[config.mk]
export PLATFORM = sky130hd
export DESIGN_NAME = iso_stream_steering_flat
export DESIGN_NICKNAME = d
export VERILOG_FILES = /design/src/rtl/iso_stream_steering_if.sv /design/src/rtl/iso_stream_steering.sv /design/src/flat_wrapper.sv
export SDC_FILE = /design/constraint.sdc
export NUM_CORES = 1
export LEC_CHECK = 0
export ABC_AREA = 1
export CAP_MARGIN = 20
export CORE_MARGIN = 2
export CORE_UTILIZATION = 59
export CTS_CLUSTER_DIAMETER = 40
export CTS_CLUSTER_SIZE = 10
export DETAILED_ROUTE_END_ITERATION = 6
export PLACE_DENSITY = 0.9
export SYNTH_ARGS = -nofsm -noshare
export SYNTH_HDL_FRONTEND = slang
export SYNTH_SLANG_ARGS = --single-unit
[constraint.sdc]
create_clock -name clk -period 4.9 [get_ports clk]
set_input_delay 0.735 -clock clk [delete_from_list [all_inputs] [get_ports clk]]
set_output_delay 0.735 -clock clk [all_outputs]
set_load 0.02 [all_outputs]
[src/rtl/iso_stream_steering_if.sv]
// Pixel-word input stream and steered per-lane byte output stream.
interface iso_stream_steering_if #(
    parameter int MAX_LANES   = 4,
    parameter int PIXEL_BYTES = 6
);
    logic [8*PIXEL_BYTES-1:0] in_data;
    logic                     in_valid;
    logic                     in_last;
    logic                     in_ready;
    logic [8*MAX_LANES-1:0]   steered_lane;
    logic [MAX_LANES-1:0]     steered_vld;
    logic                     steered_last;

    modport master (
        output in_data, in_valid, in_last,
        input  in_ready, steered_lane, steered_vld, steered_last
    );

    modport slave (
        input  in_data, in_valid, in_last,
        output in_ready, steered_lane, steered_vld, steered_last
    );
endinterface

[src/rtl/iso_stream_steering.sv]
// Steers bytes of buffered pixel words onto 1, 2 or 4 link lanes per
// scheduler-enabled cycle, padding and flagging the final beat of a line.
module iso_stream_steering #(
    parameter int MAX_LANES   = 4,
    parameter int PIXEL_BYTES = 6
) (
    input  logic                  clk,
    input  logic                  rst_n,
    input  logic [1:0]            td_lane_count,
    input  logic                  sched_steering_en,
    iso_stream_steering_if.slave  s
);
    localparam int DEPTH = 2 * PIXEL_BYTES;
    localparam int CW    = $clog2(DEPTH + 1);
    localparam int BW    = 8 * DEPTH;

    typedef enum logic [1:0] {IDLE, STREAM, FLUSH} state_t;

    state_t                 state, state_nx;
    logic [CW-1:0]          cnt, cnt_nx, lanes, lanes_nx;
    logic [CW-1:0]          req_lanes, pop, base;
    logic [BW-1:0]          buf_q, buf_nx, buf_sh, ext;
    logic [8*MAX_LANES-1:0] lane_nx;
    logic [MAX_LANES-1:0]   vld_nx;
    logic                   last_nx, emit, push;

    assign s.in_ready = (state != FLUSH) && (cnt <= CW'(PIXEL_BYTES));
    assign push       = s.in_valid && s.in_ready;

    // Reserved encoding 10 falls back to a single lane.
    always_comb begin
        unique case (td_lane_count)
            2'b01:   req_lanes = CW'(2);
            2'b11:   req_lanes = CW'(4);
            default: req_lanes = CW'(1);
        endcase
        if (req_lanes > CW'(MAX_LANES)) req_lanes = CW'(MAX_LANES);
    end

    always_comb begin
        state_nx = state;
        lanes_nx = lanes;
        pop      = '0;
        emit     = 1'b0;
        last_nx  = 1'b0;
        lane_nx  = '0;
        vld_nx   = '0;
        unique case (state)
            IDLE: begin
                lanes_nx = req_lanes;
                if (push) state_nx = s.in_last ? FLUSH : STREAM;
            end
            STREAM: begin
                if (sched_steering_en && cnt >= lanes) begin
                    emit = 1'b1;
                    pop  = lanes;
                end
            end
            FLUSH: begin
                if (sched_steering_en && cnt != '0) begin
                    emit = 1'b1;
                    if (cnt <= lanes) begin
                        pop     = cnt;
                        last_nx = 1'b1;
                    end else begin
                        pop = lanes;
                    end
                end
            end
            default: state_nx = IDLE;
        endcase

        cnt_nx = cnt - pop + (push ? CW'(PIXEL_BYTES) : CW'(0));

        if (state == STREAM) begin
            if (push && s.in_last)           state_nx = FLUSH;
            else if (!push && cnt_nx == '0)  state_nx = IDLE;
        end
        if (state == FLUSH && last_nx) state_nx = IDLE;

        // Bytes above cnt are always zero, so the final beat pads itself.
        for (int i = 0; i < MAX_LANES; i++) begin
            if (emit && i < int'(lanes)) begin
                vld_nx[i]         = 1'b1;
                lane_nx[8*i +: 8] = buf_q[8*i +: 8];
            end
        end

        buf_sh = buf_q >> {pop, 3'b000};
        base   = cnt - pop;
        ext    = BW'(s.in_data) << {base, 3'b000};
        buf_nx = push ? (buf_sh | ext) : buf_sh;
    end

    always_ff @(posedge clk or negedge rst_n) begin
        if (!rst_n) begin
            state          <= IDLE;
            cnt            <= '0;
            lanes          <= CW'(1);
            buf_q          <= '0;
            s.steered_lane <= '0;
            s.steered_vld  <= '0;
            s.steered_last <= 1'b0;
        end else begin
            state          <= state_nx;
            cnt            <= cnt_nx;
            lanes          <= lanes_nx;
            buf_q          <= buf_nx;
            s.steered_lane <= lane_nx;
            s.steered_vld  <= vld_nx;
            s.steered_last <= last_nx;
        end
    end
endmodule

[src/flat_wrapper.sv]
// flat-port wrapper written by rule: the top's interface ports become plain ports
module iso_stream_steering_flat 
#(
    parameter int MAX_LANES   = 4,
    parameter int PIXEL_BYTES = 6
)
  (clk, rst_n, td_lane_count, sched_steering_en, s_in_data, s_in_valid, s_in_last, s_in_ready, s_steered_lane, s_steered_vld, s_steered_last);
  iso_stream_steering_if #(.MAX_LANES(MAX_LANES), .PIXEL_BYTES(PIXEL_BYTES)) s_i ();
  input  logic clk;
  input  logic rst_n;
  input  logic [1:0] td_lane_count;
  input  logic sched_steering_en;
  input wire logic [$bits(s_i.in_data)-1:0] s_in_data;
  input wire logic [$bits(s_i.in_valid)-1:0] s_in_valid;
  input wire logic [$bits(s_i.in_last)-1:0] s_in_last;
  output wire logic [$bits(s_i.in_ready)-1:0] s_in_ready;
  output wire logic [$bits(s_i.steered_lane)-1:0] s_steered_lane;
  output wire logic [$bits(s_i.steered_vld)-1:0] s_steered_vld;
  output wire logic [$bits(s_i.steered_last)-1:0] s_steered_last;
  assign s_i.in_data = s_in_data;
  assign s_i.in_valid = s_in_valid;
  assign s_i.in_last = s_in_last;
  assign s_in_ready = s_i.in_ready;
  assign s_steered_lane = s_i.steered_lane;
  assign s_steered_vld = s_i.steered_vld;
  assign s_steered_last = s_i.steered_last;
  iso_stream_steering #(.MAX_LANES(MAX_LANES), .PIXEL_BYTES(PIXEL_BYTES)) u_core (.clk(clk), .rst_n(rst_n), .td_lane_count(td_lane_count), .sched_steering_en(sched_steering_en), .s(s_i));
endmodule
==> flow_summary.json, run 1 <==
{
  "status": "complete, but fails checks",
  "violations": "DRC",
  "rr_endpoint": "u_core.buf_q[52]$_DFF_PN0_",
  "fin_setup_tns_ps": 0,
  "tritoncts": "built",
  "seq_area_frac_synth": 0.357,
  "multi_input_area_um2": 5530,
  "critical_path_required_ps": 5260,
  "netlist_instances": 1506,
  "hp-class": "in -> async",
  "crit_arrival_ps": 4200,
  "clock-root-buffer": "clkbuf_16",
  "postCtsHoldBufs": 0,
  "utilization": 0.694,
  "num_rows": 47,
  "finalCritPeriodShare": 0.784,
  "synth_flop_cell": "dfrtp_1",
  "dr.pass1.iters": 7,
  "place_congestion": 0.888,
  "core_um2": 16500,
  "cts_setup_buffers": 0,
  "area_delta_synth_final_pct": 15.2,
  "worst_setup_path_end_kind": "flop",
  "start_util": 0.602,
  "drt_wl_total_um": 29300,
  "grt_max_degree": 112,
  "grt-ovfl-total": 0,
  "regArea_um2": 3550,
  "vdd_drop_max_mv": 0.250,
  "drt_iter0_drc": 1931,
  "synth.most_common_cell": "nand3_1",
  "cpMostUsedCell": "nand2_1",
  "finClkSkew_ps": 8.08,
  "path_cells": "ha_1, nand2_1, nand2_1, nand2_1, nand2_1, nand2_1, nand2_1, inv_2, nand2_1, nand2_1, nand2_2, ha_1, nand2_1, nand2_1, a21oi_1, nand2_1, nand2_1, inv_1, nor2_4, inv_1, a211oi_1, nor2_1, nand2_1",
  "synth_largest_area_cell": "dfrtp_1",
  "synth.area.top_cells": "dfrtp_1 35%, nand3_1 23%, nand2_1 13%",
  "ioPinCount": 93,
  "ant_nets": 0,
  "die_x_um": 134,
  "drc": 12,
  "grt_pass1_wl_um": 48200,
  "clk_latency_ps": 430,
  "cts.clk_slew.worst_paths_ps": 60,
  "worst_pin_slew_ps": 1130,
  "fin_ws_ps": 1060,
  "setup_viol": 0,
  "post_cts_resized": 0,
  "dp_hpwl_um": 18400,
  "path_max_fanout": 30,
  "io_buffers": 92,
  "rsz0062_at_grt": "no",
  "drive_above_1_share": 0.0457,
  "min_period_ps": 3840,
  "yosys_warnings": 0,
  "numCtsBuffers": 17,
  "synth_common_cells": "459 x nand3_1, 355 x nand2_1, 141 x dfrtp_1",
  "p_per_area_nw_per_um2": 232,
  "cts_sinks": 142,
  "startpoint_type": "flop",
  "synth_cell_type_count": 33,
  "max_cap_violations": 0,
  "r2r_slack_ps": 1060,
  "synth.avg_cell_area_um2": 6.61,
  "die_height_um": 134,
  "die-area_um2": 17900,
  "syn-num-nets": 1573,
  "fillCellCount": 1367,
  "total_power_mw": 2.66,
  "grt_pass1_vias": 9447,
  "synth_top_area_share": 0.355,
  "critPathLaunch": "u_core.cnt[1]$_DFF_PN0_",
  "synthArstFlopShare": 1.00,
  "final_nets": 1587,
  "cts_buffer_depth": 2,
  "finalHoldViolCount": 0,
  "post-place-ws_ps": 835,
  "grt_usage": 0.330,
  "timing.critical_path.slowest_cell_delay_ps": 590,
  "reg2reg_from": "u_core.cnt[1]$_DFF_PN0_",
  "p_leak_nw": 5.34,
  "ys_seq_elements": 142,
  "drt-vias-per-instance": 6.16,
  "routed-via-count": 10800,
  "antenna_found_initial": 0,
  "slew_viol_final": 0,
  "relSlewSlack": 0.248,
  "diodes": 0,
  "critPathKind": "reg -> reg",
  "slowest_stage": "nor2_4",
  "whs_ps": 226,
  "max_freq_ghz": 0.260,
  "ctsHtreeMaxLevel": 4,
  "r2r_cells": 23,
  "wl_per_cell_um": 16.7,
  "synth.cell_area_um2": 9950,
  "synth_edf_count": 0
}
[per-stage QoR]
| step | std cells | cell area (um^2) |
|---|---|---|
| 5_1_grt | 1753 | 11500 |
| 4_1_cts | 1752 | 11400 |
| 3_5_place_dp | 1720 | 10800 |
| 6_report | 1753 | 11500 |
| 2_1_floorplan | 1506 | 9950 |
| 3_3_place_gp | 1720 | 10800 |
[worst max-delay path: cells and delay by family, from the launching register on]
| family | cells | cell delay (ps) |
|---|---|---|
| and+or+nand+nor | 16 | 1810 |
| buffers and inverters | 3 | 370 |
| AOI/OAI and AO/OA | 2 | 430 |
| DFF | 1 | 470 |
| adders and majority gates | 2 | 660 |
[cells by family after synthesis]
kind of cell,Yosys count,synth area share
AO/OA/AOI/OAI,190,0.107
XOR/XNOR,2,0.00176
adder cells (fa/ha/maj),12,0.0166
buffers and inverters,213,0.0889
flip-flops,142,0.357
multiplexers,8,0.00805
AND/OR/NAND/NOR,939,0.420
[area by class of cell]
type / count / area share
Sequential cell: 142 / 0.310
Multi-Input combinational cell: 1151 / 0.483
Timing Repair Buffer: 113 / 0.0981
Inverter: 95 / 0.0311
Tap cell: 220 / 0.0240
Clock buffer: 22 / 0.0422
Clock inverter: 10 / 0.0118
[where the power goes]
part           internal [mW]  switching (mW)  total, mW
logic                 0.0576          0.0753      0.133
registers               1.17         0.00139       1.18
clock network          0.851           0.504       1.36
total                   2.08           0.581       2.66
[state kept, by name (all words and copies together) (netlist names)]
register,count
u_core.cnt,4
u_core.s.steered_vld,4
u_core.s.steered_last,1
u_core.lanes,3
u_core.s.steered_lane,32
u_core.buf_q,96
u_core.state,2
[how the worst max path moves through the flow]
stage	end	slack [ps]	cells after the start
floorplan	u_core.state[1]$_DFF_PN0_	780	23
CTS	u_core.buf_q[52]$_DFF_PN0_	1190	23
detailed placement	u_core.buf_q[51]$_DFF_PN0_	830	15
global route	u_core.buf_q[65]$_DFF_PN0_	790	17
global placement	u_core.buf_q[65]$_DFF_PN0_	970	15
finish	u_core.buf_q[52]$_DFF_PN0_	1060	23
[layout by cell type, fill, tap and decap left out, types with 9 or more instances in the layout]
cell type | synthesis | layout
nand2_1 | 355 | 355
clkdlybuf4s50_1 | 0 | 91
clkbuf_16 | 0 | 17
dfrtp_1 | 141 | 141
o22ai_1 | 9 | 9
inv_1 | 89 | 89
nor2_1 | 98 | 98
a21oi_1 | 38 | 38
o21ai_0 | 107 | 107
nand3_1 | 459 | 459
nand4_1 | 11 | 11
buf_4 | 7 | 18
o211ai_1 | 23 | 23
[metal layers]
layer	global-route usage	part of all wire
met1	0.518	0.43
met2	0.448	0.41
met3	0.0941	0.15
met4	0.0786	0.016
met5	0	0
No activity file was read; power rests on OpenSTA's default activity.
==> run 2: changes to the inputs <==
--- a/config.mk
+++ b/config.mk
@@ -8,11 +8,11 @@
 export ABC_AREA = 1
 export CAP_MARGIN = 20
 export CORE_MARGIN = 2
-export CORE_UTILIZATION = 59
+export CORE_UTILIZATION = 53
 export CTS_CLUSTER_DIAMETER = 40
 export CTS_CLUSTER_SIZE = 10
 export DETAILED_ROUTE_END_ITERATION = 6
-export PLACE_DENSITY = 0.9
+export PLACE_DENSITY = 0.86
 export SYNTH_ARGS = -nofsm -noshare
 export SYNTH_HDL_FRONTEND = slang
 export SYNTH_SLANG_ARGS = --single-unit
==> constraint.sdc (replaced) <==
create_clock -name clk -period 3.1 [get_ports clk]
set_input_delay 0.465 -clock clk [delete_from_list [all_inputs] [get_ports clk]]
set_output_delay 0.465 -clock clk [all_outputs]
set_load 0.02 [all_outputs]
==> run 2 against run 1 <==
  * The run ends with DRC, setup timing left
  * Count of clock-buffer cells in the layout decreased by 4
  * Wire length rose by 19%
  * Worst hold slack worse by 170 ps
  * Critical path type unchanged
  * Final area is 14% higher
  * Non-clock buffer count increased by 70
==> flow_summary.json, run 2 (synthesis gave the netlist of run 1 again) <==
{
  "stdcell_count": 1837,
  "ioPinCount": 93,
  "finClkSkew_ps": 9.53,
  "tritoncts": "built",
  "numCtsBuffers": 17,
  "ant_nets": 0,
  "relSlewSlack": 0.231,
  "grt_usage": 0.323,
  "hp-class": "in -> async",
  "post-place-cells": 1773,
  "final_nets": 1657,
  "reg2reg_from": "u_core.lanes[0]$_DFFE_PN1N_",
  "largestRegisters": "u_core.buf_q (96), u_core.s.steered_lane (32)",
  "rsz0062_at_grt": "yes",
  "dp_hpwl_um": 19300,
  "ctsHtreeMaxLevel": 4,
  "critPathLaunch": "u_core.lanes[0]$_DFFE_PN1N_",
  "dr.pass1.iters": 7,
  "clk_latency_ps": 430,
  "regMostFlops": "u_core.buf_q",
  "crit_buf_inv": 3,
  "diodes": 0,
  "status": "complete, but fails checks",
  "drt_wl_total_um": 34900,
  "path_cells": "ha_4, inv_2, nand2_2, nand2_1, nand2_2, nand2_4, nand2_2, nand3_2, nand3_2, nand2_4, inv_4, ha_4, inv_4, fa_2, ha_4, fa_2, nor4_4, nand3_1, nand3_1, a21oi_2",
  "postCtsHoldBufs": 0,
  "r2r_cells": 20,
  "final_cell_area_um2": 13000,
  "p_leak_nw": 6.15,
  "die_x_um": 141,
  "drive_above_1_share": 0.168,
  "core_um2": 18600,
  "startpoint_type": "flop",
  "mostFrequentLayoutCells": "422 x nand3_1, 319 x nand2_1, 141 x dfrtp_1",
  "critPathKind": "reg -> reg",
  "violations": "DRC, setup timing",
  "max_cap_violations": 0,
  "cts_buffer_depth": 2,
  "grt_pass1_wl_um": 52800,
  "crit_arrival_ps": 3740,
  "antenna_found_initial": 0,
  "total_power_mw": 4.13,
  "vdd_drop_max_mv": 0.332,
  "finalCritPeriodShare": 1.10,
  "min_period_ps": 3420,
  "path_max_fanout": 3,
  "max_freq_ghz": 0.292,
  "worst_pin_slew_ps": 1150,
  "die_height_um": 141,
  "io_buffers": 92,
  "largest_reg_flops": 96,
  "die-area_um2": 19900,
  "grt-ovfl-total": 0,
  "critical_path_required_ps": 3420,
  "wl_per_cell_um": 19.0,
  "cts.clk_slew.worst_paths_ps": 60,
  "worst_setup_path_end_kind": "flop",
  "drc": 24,
  "slowest_stage": "fa_2",
  "clock-root-buffer": "clkbuf_16",
  "finalHoldViolCount": 0,
  "routed-via-count": 11900,
  "grt_max_degree": 105,
  "rr_endpoint": "u_core.state[1]$_DFF_PN0_",
  "r2r_slack_ps": -320,
  "crit_family": "adder cells",
  "timing.critical_path.slowest_cell_delay_ps": 600,
  "place_congestion": 0.890,
  "p_per_area_nw_per_um2": 316,
  "area_delta_synth_final_pct": 31.2,
  "num_rows": 50,
  "drt_iter0_drc": 2617,
  "fin_ws_ps": -320,
  "cts_sinks": 142,
  "grt_pass1_vias": 10100,
  "path_depth": 20,
  "start_util": 0.535,
  "setup_viol": 99,
  "post-place-ws_ps": -542,
  "placed_area_um2": 11400,
  "critPathCapture": "u_core.state[1]$_DFF_PN0_",
  "layout_commonest_cell": "nand3_1",
  "slew_viol_final": 0,
  "drt-vias-per-instance": 6.46
}
run 2: metrics by stage:
| step | util | TNS, ps | hold slack, ps |
|---|---|---|---|
| 6_report | 0.702 | -16020 | 59.8 |
| 5_1_grt | 0.702 | -29460 | 132 |
| 4_1_cts | 0.679 | -5910 | 116 |
| 3_5_place_dp | 0.611 | -25750 | 491 |
| 3_3_place_gp | 0.611 | -13310 | 490 |
| 2_1_floorplan | - | -6180 | 169 |
run 2: report_power, final:
| group | leakage, nW | switching [mW] | total (mW) | internal, mW |
|---|---|---|---|---|
| combinational | 3.96 | 0.144 | 0.249 | 0.106 |
| sequential | 1.93 | 0.00161 | 1.86 | 1.86 |
| clock | 0.260 | 0.841 | 2.02 | 1.18 |
run 2: routing by layer:
metal / GRT usage / vias to the layer above / routed length [um]
met3: 0.0832 / 183 / 5020
met1: 0.480 / 5284 / 13500
li1: - / 5288 / -
met2: 0.472 / 1105 / 15100
met5: 0 / - / 0
met4: 0.0821 / 0 / 1320
run 2: worst min-delay path by stage:
stage | start | endpoint | slack (ps)
6_report | rst_n | u_core.cnt[0]$_DFF_PN0_ | 60
4_1_cts | rst_n | u_core.s.steered_vld[3]$_DFF_PN0_ | 120
3_5_place_dp | u_core.buf_q[0]$_DFF_PN0_ | u_core.s.steered_lane[0]$_DFF_PN0_ | 490
3_3_place_gp | u_core.buf_q[4]$_DFF_PN0_ | u_core.s.steered_lane[4]$_DFF_PN0_ | 490
2_1_floorplan | rst_n | u_core.buf_q[0]$_DFF_PN0_ | 170
5_1_grt | rst_n | u_core.s.steered_vld[1]$_DFF_PN0_ | 130
run 2: layout make-up:
class / count / area [um^2]
fillers: 1340 / 5530
clock buffers: 18 / 429
repair buffers: 183 / 2010
multi-input cells: 1151 / 6250
well taps: 234 / 293
clock inverters: 14 / 145
inverters: 95 / 372
flip-flops and latches: 142 / 3550
run 2: what timing repair did:
action	CTS	global route
pin swaps	28	30
buffers inserted	13	16
setup endpoints to repair	99	99
gates resized for setup	113	74
hold endpoints to repair	0	0
gates cloned	5	4
